<file path="src/rtl/multicycle_dispatch_pkg.sv">
// Shared types and constants for the multi-cycle unit dispatcher.
package multicycle_dispatch_pkg;

  localparam int mcu_num_units = 2;
  localparam int mcu_xlen      = 32;
  localparam int mcu_op_w      = 4;

  localparam int unit_div = 0;
  localparam int unit_mul = 1;

  // Index width for a given unit count, never narrower than one bit.
  function automatic int mcu_unit_width(input int n);
    return (n > 1) ? $clog2(n) : 1;
  endfunction

  localparam int mcu_unit_w = mcu_unit_width(mcu_num_units);

  typedef enum logic [1:0] {
    IDLE  = 2'd0,
    BUSY  = 2'd1,
    DONE  = 2'd2,
    DRAIN = 2'd3
  } mcu_state_type;

  typedef struct packed {
    logic                              issue_valid;
    logic [mcu_unit_w-1:0]             issue_unit;
    logic [mcu_op_w-1:0]               issue_op;
    logic [mcu_xlen-1:0]               issue_rdata1;
    logic [mcu_xlen-1:0]               issue_rdata2;
    logic [4:0]                        issue_waddr;
    logic                              hold;
    logic                              clear;
    logic [mcu_num_units-1:0]          unit_ready;
    logic [mcu_num_units*mcu_xlen-1:0] unit_result;
  } multicycle_dispatch_in_type;

  typedef struct packed {
    logic [mcu_num_units-1:0] unit_enable;
    logic [mcu_op_w-1:0]      unit_op;
    logic [mcu_xlen-1:0]      unit_rdata1;
    logic [mcu_xlen-1:0]      unit_rdata2;
    logic                     stall;
    logic                     done;
    logic [mcu_xlen-1:0]      result;
    logic                     wren;
    logic [4:0]               waddr;
    logic                     illegal;
  } multicycle_dispatch_out_type;

endpackage

</file>
<file path="src/rtl/multicycle_dispatch.sv">
// Dispatcher between execute and NUM_UNITS multi-cycle units: start pulse, tracking, stall, result hold.
// Optional MCU_BYPASS_EN forwards unit_result straight to writeback in the ready cycle.
module multicycle_dispatch
  import multicycle_dispatch_pkg::*;
#(
  parameter int NUM_UNITS = mcu_num_units,
  parameter int XLEN      = mcu_xlen,
  parameter int OP_W      = mcu_op_w,
  parameter int UNIT_W    = mcu_unit_width(NUM_UNITS)
) (
  input  logic                      clk,
  input  logic                      rst,
  input  logic                      issue_valid,
  input  logic [UNIT_W-1:0]         issue_unit,
  input  logic [OP_W-1:0]           issue_op,
  input  logic [XLEN-1:0]           issue_rdata1,
  input  logic [XLEN-1:0]           issue_rdata2,
  input  logic [4:0]                issue_waddr,
  input  logic                      hold,
  input  logic                      clear,
  output logic [NUM_UNITS-1:0]      unit_enable,
  output logic [OP_W-1:0]           unit_op,
  output logic [XLEN-1:0]           unit_rdata1,
  output logic [XLEN-1:0]           unit_rdata2,
  input  logic [NUM_UNITS-1:0]      unit_ready,
  input  logic [NUM_UNITS*XLEN-1:0] unit_result,
  output logic                      stall,
  output logic                      done,
  output logic [XLEN-1:0]           result,
  output logic                      wren,
  output logic [4:0]                waddr,
  output logic                      illegal
);

  mcu_state_type         state_r, state_s;
  logic [UNIT_W-1:0]     idx_r;
  logic [4:0]            waddr_r;
  logic [XLEN-1:0]       result_r;

  logic                  legal_s;
  logic                  sel_ready_s;
  logic [XLEN-1:0]       sel_result_s;
  logic                  accept_s;
  logic                  capture_s;
  logic                  done_s;
  logic                  illegal_s;
  logic [XLEN-1:0]       result_s;
  logic [NUM_UNITS-1:0]  enable_s;

  assign legal_s = (32'(issue_unit) < 32'(NUM_UNITS));

  // Pick the latched unit's strobe and result; other units' strobes never reach the FSM.
  always_comb begin
    sel_ready_s  = 1'b0;
    sel_result_s = '0;
    for (int i = 0; i < NUM_UNITS; i++) begin
      sel_ready_s  = sel_ready_s | ((idx_r == UNIT_W'(i)) & unit_ready[i]);
      sel_result_s = sel_result_s | ({XLEN{idx_r == UNIT_W'(i)}} & unit_result[i*XLEN +: XLEN]);
    end
  end

  // One-hot start pulse for the accepted issue.
  always_comb begin
    enable_s = '0;
    for (int i = 0; i < NUM_UNITS; i++) begin
      enable_s[i] = accept_s & (issue_unit == UNIT_W'(i));
    end
  end

  // Next-state and writeback decode.
  always_comb begin
    state_s   = state_r;
    accept_s  = 1'b0;
    capture_s = 1'b0;
    done_s    = 1'b0;
    illegal_s = 1'b0;
    result_s  = '0;
    case (state_r)
      IDLE: begin
        if (issue_valid & ~clear) begin
          if (~legal_s) begin
            illegal_s = 1'b1;
            done_s    = 1'b1;
          end else if (~hold) begin
            accept_s = 1'b1;
            state_s  = BUSY;
          end else begin
            state_s = IDLE;
          end
        end else begin
          state_s = IDLE;
        end
      end
      BUSY: begin
        if (sel_ready_s) begin
          if (clear) begin
            state_s = IDLE;
          end else begin
`ifdef MCU_BYPASS_EN
            done_s   = 1'b1;
            result_s = sel_result_s;
            if (hold) begin
              capture_s = 1'b1;
              state_s   = DONE;
            end else begin
              state_s = IDLE;
            end
`else
            capture_s = 1'b1;
            state_s   = DONE;
`endif
          end
        end else if (clear) begin
          state_s = DRAIN;
        end else begin
          state_s = BUSY;
        end
      end
      DONE: begin
        if (clear) begin
          state_s = IDLE;
        end else begin
          done_s   = 1'b1;
          result_s = result_r;
          state_s  = hold ? DONE : IDLE;
        end
      end
      DRAIN: begin
        if (sel_ready_s) begin
          state_s = IDLE;
        end else begin
          state_s = DRAIN;
        end
      end
      default: begin
        state_s = IDLE;
      end
    endcase
  end

  // State and latched-operation registers.
  always_ff @(posedge clk or posedge rst) begin
    if (rst) begin
      state_r  <= IDLE;
      idx_r    <= '0;
      waddr_r  <= 5'd0;
      result_r <= '0;
    end else begin
      state_r <= state_s;
      if (accept_s) begin
        idx_r   <= issue_unit;
        waddr_r <= issue_waddr;
      end
      if (capture_s) begin
        result_r <= sel_result_s;
      end
    end
  end

  assign unit_op     = issue_op;
  assign unit_rdata1 = issue_rdata1;
  assign unit_rdata2 = issue_rdata2;

  // Reset forces the writeback/stall side quiet even while issue inputs are still driven.
  assign unit_enable = rst ? '0 : enable_s;
  assign done        = ~rst & done_s;
  assign illegal     = ~rst & illegal_s;
  assign stall       = ~rst & issue_valid & ~clear & ~done_s;
  assign result      = rst ? '0 : result_s;
  assign waddr       = rst ? 5'd0 : waddr_r;
  assign wren        = done & ~illegal_s & (waddr_r != 5'd0);

endmodule
</file>
<file path="config.mk">
export PLATFORM = sky130hd
export DESIGN_NAME = multicycle_dispatch
export DESIGN_NICKNAME = d
export VERILOG_FILES = /design/src/rtl/multicycle_dispatch_pkg.sv /design/src/rtl/multicycle_dispatch.sv
export SDC_FILE = /design/constraint.sdc
export NUM_CORES = 1
export LEC_CHECK = 0
export ABC_AREA = 1
export CELL_PAD_IN_SITES_DETAIL_PLACEMENT = 1
export CELL_PAD_IN_SITES_GLOBAL_PLACEMENT = 2
export CORE_MARGIN = 10
export CORE_UTILIZATION = 14
export CTS_CLUSTER_DIAMETER = 40
export DETAILED_ROUTE_END_ITERATION = 7
export GPL_ROUTABILITY_DRIVEN = 0
export GPL_TIMING_DRIVEN = 0
export PLACE_DENSITY_LB_ADDON = 0.1
export SETUP_SLACK_MARGIN = 0.1
export SYNTH_ARGS = -nofsm -noshare
export SYNTH_HDL_FRONTEND = slang
export SYNTH_SLANG_ARGS = --single-unit
</file>
<file path="constraint.sdc">
create_clock -name clk -period 2.6 [get_ports clk]
set_input_delay 0.26 -clock clk [delete_from_list [all_inputs] [get_ports clk]]
set_output_delay 0.26 -clock clk [all_outputs]
set_load 0.02 [all_outputs]
</file>
**Yosys cells after proc, flatten, opt, wreduce, memory -nomap -nowiden**

Index checks and enable logic that the tools add are counted.

- Register bits after elaboration: 40
- Bits of input ports: 145

- Muxes and demuxes: 21
- Bitwise gates (word level): 19
- Equal/unequal tests: 3
- Reduce and logical (&&, ||, !) cells: 2

Operators by type and width:

| cell | count |
|---|---|
| $mux 32 | 3 |
| $and 32x32->32 | 2 |
| $or 32x32->32 | 1 |
| $mux 2 | 8 |
| $and 1x1->1 | 10 |
| $mux 1 | 8 |
| $pmux 2 s4 | 1 |
| $mux 5 | 1 |
| $not 1->1 | 5 |
| $reduce_bool 5->1 | 1 |
| $eq 2x2->1 const B | 2 |
| $eq 2x1->1 const B | 1 |
| $logic_not 2->1 | 1 |
| $or 1x1->1 | 1 |

**Logic depth before layout (Yosys ltp)**

Gate-level depths: netlist of run 1.

- Depth after elaboration: 6
- Depth in mapped cells: 10

**Worst setup path after synthesis of run 1**

No wires, ideal clock.

- Path type: in2out
- Start: input port rst
- End: output port result[12]
- Arrival time: 2,007 ps
- Cell stages on the path: 5
- Path buffers: 2
- Path slack: 333 ps
- Data required time: 2,340 ps
- Path through: buf_2 -> inv_1 -> nand3_4 -> buf_6 -> nor2_1

- Word-level cells in the longest chain between the ends: 1

Ends and longest elaborated chain:

| what | RTL line | source |
|---|---|---|
| start, declared | multicycle_dispatch.sv:12 | `input logic rst,` |
| $mux 32 | multicycle_dispatch.sv:169 | `assign result = rst ? '0 : result_s;` |
| end, declared | multicycle_dispatch.sv:29 | `output logic [XLEN-1:0] result,` |

Every way passes these cells.

**Worst setup path after layout of run 1**

- Start: register state_r[1]
- End: output port result[16]

- Word-level cells in the longest chain between the ends: 3

Ends and longest elaborated chain:

| what | RTL line | source |
|---|---|---|
| start, declared | multicycle_dispatch.sv:35 | `mcu_state_type state_r, state_s;` |
| start signal, assigned | multicycle_dispatch.sv:149 | `state_r <= state_s;` |
| $eq 2x2->1 | multicycle_dispatch.sv:78 | `case (state_r)` |
| $mux 32 | multicycle_dispatch.sv:78 |  |
| $mux 32 | multicycle_dispatch.sv:169 |  |

Every way passes these cells.

==> results.txt, run 1 <==
Crit-path max FO: 10
Cell Rows: 51
CP required: 2.34 ns
Initial antenna violation count: 0
Commonest cells after routing, fill and taps aside: clkdlybuf4s50_1, nand2_1, buf_4
CP startpoint kind: flip-flop
RSZ-0062 raised after global routing: false
Final setup viols: 0
F_max: 0.4301 GHz
Min cycle time layout: 2.325 ns
Worst R2R Path Depth: 9
Routed Wire Length: 13.52 mm
CTS Sinks: 40
Setup TNS: 0 ns
Average size of a mapped cell: 6.836 µm²
I/O pin total: 256
R2R setup slack: 0.65 ns
GR Util met3: 0.04146
Number of global-route vias before repair: 3605
Die X: 162.2 µm
Ratio of cells with drive above 1 in the final layout: 0.1672
Mapped Nets: 560
Post-DP HPWL: 11.10 mm
Initial core utilization: 0.1440
Max Slew Vio Count: 0
Peak supply drop: 0.0002368 V
Hold Path Class: primary input to asynchronous set/reset pin
Critical path capture point type: output pin
M1 GR Usage: 0.1115
Clk slew on worst S/H paths: 0.06 ns
Starting DRT DRC Count: 71
N_diodes: 0
Post-CTS Setup Bufs: 0
DR vias: 3126
Core ar.: 19650 µm²
Worst-Skew Late Latency: 0.29 ns
Commonest non-fill, non-tap cell in the layout: clkdlybuf4s50_1
PnR worst setup slack: 0.2747 ns
Total GRT Usage: 0.09948
Worst Tran Pin Value: 0.8657 ns
Largest net degree at the start of global routing: 26
Top Usage Layer GRT: met2
Seq/Total Area, Yosys: 0.3537
Post-Syn Area: 2830 µm²
CTS Buf Count: 5
CTS tree: yes
Pwr dens: 627.0 nW/µm²
Fin. Hold Viols: 0
Root Buffer: clkbuf_16
Global-route met2 utilization: 0.1735
Max cap viols: 0
Router iterations before antenna repair: 4
Nets: 755
Die ar.: 26300 µm²
Slew headroom: 0.4210
Mapped Cells: 414
H-tree depth: 2
Outcome: completed
Area growth from synthesis to layout: 84.62%
Die height: 162.2 µm
Global-route wire length before repair: 20.44 mm
# fillers: 2424
Grt ovf: 0
Distinct cells, synth: 20
Port Buffers: 185
Clock skew: 0.005425 ns
Pre-CTS setup slack: 0.02558 ns
Ys Warns: 0
Final worst-path cycle share: 0.8943
Static leakage: 2.450 nW
Final ANT Viol Nets: 0
Critical Path AT: 2.07 ns
Vias per inst: 3.573
#FFs+latches synth: 40
Drc violations: 0
Wire per inst: 15.45 µm
Setup CP Type: flip-flop to output pin
CTS max path bufs: 2
==> cell usage after synthesis <==
cell type | count | area (µm²)
inv_2 | 1 | 3.750
nand4_1 | 7 | 43.79
a21oi_1 | 2 | 10.01
o21ai_1 | 3 | 15.01
conb_1 | 1 | 3.750
ha_1 | 1 | 12.51
nor2_1 | 37 | 138.9
inv_1 | 46 | 172.7
nand3_1 | 2 | 10.01
nand3_4 | 1 | 17.52
buf_2 | 4 | 20.02
nor2_2 | 7 | 43.79
nor2_4 | 1 | 11.26
o21ai_0 | 30 | 150.1
dfrtp_1 | 40 | 1001
buf_4 | 76 | 570.6
clkbuf_1 | 3 | 11.26
nand2_1 | 148 | 555.5
nor3_1 | 1 | 5.000
buf_6 | 3 | 33.78
==> power by group <==
group | switching, mW | total (mW) | internal, mW | leakage, nW
combinational | 0.898 | 1.54 | 0.642 | 1.88
clock | 0.258 | 0.710 | 0.452 | 0.0808
sequential | 0.105 | 1.03 | 0.921 | 0.488
==> kinds of logic after synthesis <==
kind of cell,count (synthesis),synth area share
fa+ha+maj,1,0.004420
buf+inv,133,0.2869
flops,40,0.3537
compound gates,35,0.06189
other cells,1,0.001325
simple gates,204,0.2918
==> layer usage <==
metal / vias up / share of wire
li1: 1556 / -
met1: 1431 / 0.41
met2: 131 / 0.50
met3: 8 / 0.081
met4: 0 / 0.0062
met5: - / 0
==> metrics by stage <==
step	hold WS (ns)	instances	utilization	total power [mW]	cell area, µm²
6_report	0.06367	875	0.2659	3.276	5225
5_1_grt	0.07985	875	0.2659	3.591	5225
4_1_cts	0.007701	873	0.2646	3.376	5200
3_5_place_dp	0.4008	865	0.2561	2.621	5034
3_3_place_gp	0.4935	864	0.2551	2.587	5014
2_1_floorplan	0.4045	414	-	1.972	2830
==> critical path, stage by stage, from the launching register on <==
cell,delay (ns)
dfrtp_1,0.40
inv_2,0.06
nor2_2,0.18
nand3_4,0.19
buf_6,0.21
nor2_1,0.10
clkdlybuf4s50_1,0.64
==> repair_timing <==
item                                    in CTS  in global routing
endpoints found under the setup margin      29                  1
hold buffers                                 0                  2
hold endpoints to repair                     0                 16
gates resized for setup                      1                  2
==> cell type report <==
class,count,area [µm²],share of cell area
inverters,47,181.4,0.03472
clock inverters,2,35.03,0.006705
multi-input cells,241,1017,0.1947
well taps,265,331.6,0.06346
clock buffers,6,128.9,0.02466
plain buffers,86,635.6,0.1216
flip-flops and latches,40,1001,0.1916
repair buffers,188,1894,0.3625
==> state kept, by name, indices dropped and copies added, names as in the netlist <==
name,cells
state_r,2
result_r,32
idx_r,1
waddr_r,5
==> final timing paths <==
path	from	end
hold reg to reg	waddr_r[3]	waddr_r[3]
setup reg to reg	idx_r	result_r[25]
setup / recovery	state_r[1]	result[16]
min in group clk	waddr_r[3]	waddr_r[3]
hold / removal	rst	state_r[1]
max in group asynchronous	rst	result_r[0]
(Power assumes the default switching activity.)
==> run 2: changes to the inputs <==
Settings changed: ABC_AREA 1 to unset, CORE_ASPECT_RATIO set to 1.25, CORE_UTILIZATION 14 to 15.
==> results.txt, run 2 <==
Global-route wire length before repair: 17.62 mm (was 20.44 mm)
Slew headroom: 0.6606 (was 0.4210)
Worst-Skew Late Latency: 0.28 ns (was 0.29 ns)
Worst Tran Pin Value: 0.5091 ns (was 0.8657 ns)
Mapped Cells: 285 (was 414)
RSZ-0062 raised after global routing: false (unchanged)
Area growth from synthesis to layout: 90.27% (was 84.62%)
Static leakage: 2.727 nW (was 2.450 nW)
Number of global-route vias before repair: 3124 (was 3605)
Die ar.: 23610 µm² (was 26300 µm²)
Min cycle time layout: 2.343 ns (was 2.325 ns)
Initial core utilization: 0.1529 (was 0.1440)
CP most frequent cell: clkdlybuf4s50_1
FFs w/ async S/R, synth: 1.000 (unchanged)
Ranking of synthesized cells by area: dfrtp_1, buf_4, mux2i_1 (was dfrtp_1, buf_4, nand2_1)
Commonest non-fill, non-tap cell in the layout: clkdlybuf4s50_1 (unchanged)
Ys Warns: 0 (unchanged)
CTS tree: yes (unchanged)
Synth top area share: 0.3742 (was 0.3537)
Nets: 626 (was 755)
Max Slew Vio Count: 0 (unchanged)
Largest net degree at the start of global routing: 23 (was 26)
CTS Sinks: 40 (unchanged)
Clock skew: 0.003854 ns (was 0.005425 ns)
Pwr dens: 609.5 nW/µm² (was 627.0 nW/µm²)
Wire per inst: 16.76 µm (was 15.45 µm)
Ratio of cells with drive above 1 in the final layout: 0.2079 (was 0.1672)
Outcome: completed (unchanged)
Top Registers: result_r x32, waddr_r x5, state_r x2 (unchanged)
Post-CTS Setup Bufs: 0 (unchanged)
Core ar.: 17500 µm² (was 19650 µm²)
Peak supply drop: 0.0001927 V (was 0.0002368 V)
Max reg flops: 32 (unchanged)
Setup CP Type: primary input to output pin (was flip-flop to output pin)
Vias per inst: 3.643 (was 3.573)
Critical Path Max Stage Delay: 0.65 ns (was 0.64 ns)
Final std cells w/o fill: 705 (was 875)
Mapped Nets: 431 (was 560)
Final ANT Viol Nets: 0 (unchanged)
Final setup viols: 0 (unchanged)
Yosys top cell by area: dfrtp_1 (unchanged)
CTS max path bufs: 2 (unchanged)
Cell Rows: 54 (was 51)
CP required: 2.34 ns (about the same)
CTS Buf Count: 5 (unchanged)
H-tree depth: 2 (unchanged)
Seq/Total Area, Yosys: 0.3742 (was 0.3537)
Grt ovf: 0 (unchanged)
DP Area: 4845 µm² (was 5034 µm²)
Slowest stage cell on the critical path: clkdlybuf4s50_1 (unchanged)
Die height: 169.3 µm (was 162.2 µm)
Routed Wire Length: 11.81 mm (was 13.52 mm)
Initial antenna violation count: 0 (unchanged)
Crit-path max FO: 8 (was 10)
F_max: 0.4268 GHz (was 0.4301 GHz)
Final worst-path cycle share: 0.9012 (was 0.8943)
Total GRT Usage: 0.09508 (was 0.09948)
Most flops, register: result_r (unchanged)
Average size of a mapped cell: 9.386 µm² (was 6.836 µm²)
Post-CTS Hold Buffers: 0 (unchanged)
EDFF count, synth: 0 (unchanged)
Fin. Hold Viols: 0 (unchanged)
Crit-path cells: clkdlybuf4s50_1 > nor4_4 > nand2_2 > nor3_1 > clkdlybuf4s50_1 (was inv_2 > nor2_2 > nand3_4 > buf_6 > nor2_1 > clkdlybuf4s50_1)
Clk slew on worst S/H paths: 0.06 ns (about the same)
Pre-CTS setup slack: -0.4377 ns (was 0.02558 ns)
I/O pin total: 256 (unchanged)
Distinct cells, synth: 28 (was 20)
Root Buffer: clkbuf_16 (unchanged)
#FFs+latches synth: 40 (unchanged)
Max cap viols: 0 (unchanged)
Layout Cell Area excl Fill: 5090 µm² (was 5225 µm²)
Synth cell count leaders: buf_4, dfrtp_1, nand2_1 (was nand2_1, buf_4, inv_1)
PnR worst setup slack: 0.2568 ns (was 0.2747 ns)
Post-DP HPWL: 9.888 mm (was 11.10 mm)
Critical path capture point type: output pin (unchanged)
Router iterations before antenna repair: 4 (unchanged)
Commonest cells after routing, fill and taps aside: clkdlybuf4s50_1, buf_4, dfrtp_1 (was clkdlybuf4s50_1, nand2_1, buf_4)
Dpl cells: 696 (was 865)
Critical Path AT: 2.08 ns (was 2.07 ns)
Starting DRT DRC Count: 61 (was 71)
Die X: 139.4 µm (was 162.2 µm)
Post-Syn Area: 2675 µm² (was 2830 µm²)
CP startpoint kind: primary input (was flip-flop)
Hold Path Class: primary input to asynchronous set/reset pin (unchanged)
N_diodes: 0 (unchanged)
DR vias: 2568 (was 3126)
Port Buffers: 186 (was 185)
Drc violations: 0 (unchanged)
Dominant cell by count in the synthesized netlist: buf_4 (was nand2_1)
Final core utilization: 0.2909 (was 0.2659)
Top FF cell, synth: dfrtp_1 (unchanged)
## run 2: changes by cell type after synthesis, moves of 32 or more
cell     change
and2_1      +32
nand2_1    -114
inv_1       -41
nor2_1      -36
mux2i_1     +32
## run 2: path summary, 6_finish.rpt
check | slack [ns] | start | depth (start not counted) | endpoint
min in group clk | 0.47 | result_r[19] | 2 | result_r[19]
hold reg to reg | 0.47 | result_r[19] | 2 | result_r[19]
setup reg to reg | 0.52 | idx_r | 6 | result_r[27]
hold / removal | 0.05 | rst | 2 | result_r[13]
max in group asynchronous | 2.13 | rst | 3 | result_r[7]
setup / recovery | 0.26 | hold | 5 | unit_enable[0]
## run 2: cell type report
class	instances	area, µm²
timing repair inverter	1	8.758
clock buffer	8	146.4
inverter	5	45.04
buffer	83	616.8
timing repair buffer	187	1953
sequential	40	1001
fill	2038	12410
tap	224	280.3
multi-input combinational	157	1039
## run 2: cell families after synthesis
family,Yosys count,share of synthesized area
flops,40,0.3742
other cells,1,0.001402
compound gates,36,0.07016
buf+inv,88,0.2376
simple gates,80,0.1614
fa+ha+maj,1,0.004677
mux,39,0.1506
## run 2: power by group
group,internal (mW),switching [mW]
clock network,0.383,0.245
logic,0.728,0.659
registers,0.935,0.152
total,2.05,1.06
## run 2: critical path: cells and delay by family
family | cells | cell delay [ns]
AND/OR/NAND/NOR | 3 | 0.69
buffers and inverters | 2 | 1.12
## run 2: what timing repair did
item	4_1_cts	5_1_grt
endpoints found under the setup margin	35	28
pin swaps	0	0
resized for setup	6	30
cloned	0	1
## run 2: metrics by stage
step | power, mW | hold WS [ns] | TNS, ns
2_1_floorplan | 1.936 | 0.4105 | 0
4_1_cts | 3.206 | 0.2969 | 0
6_report | 3.102 | 0.05030 | 0
3_5_place_dp | 2.532 | 0.4621 | -12.76
5_1_grt | 3.382 | 0.09181 | 0
3_3_place_gp | 2.493 | 0.4544 | -47.39
## run 2: metal layers
metal	global-route usage	wire length, µm	up-vias
met5	0	0	-
met4	0.02862	141	0
met3	0.05403	1566	6
met2	0.1687	6194	135
met1	0.09186	3912	1181
li1	-	-	1246
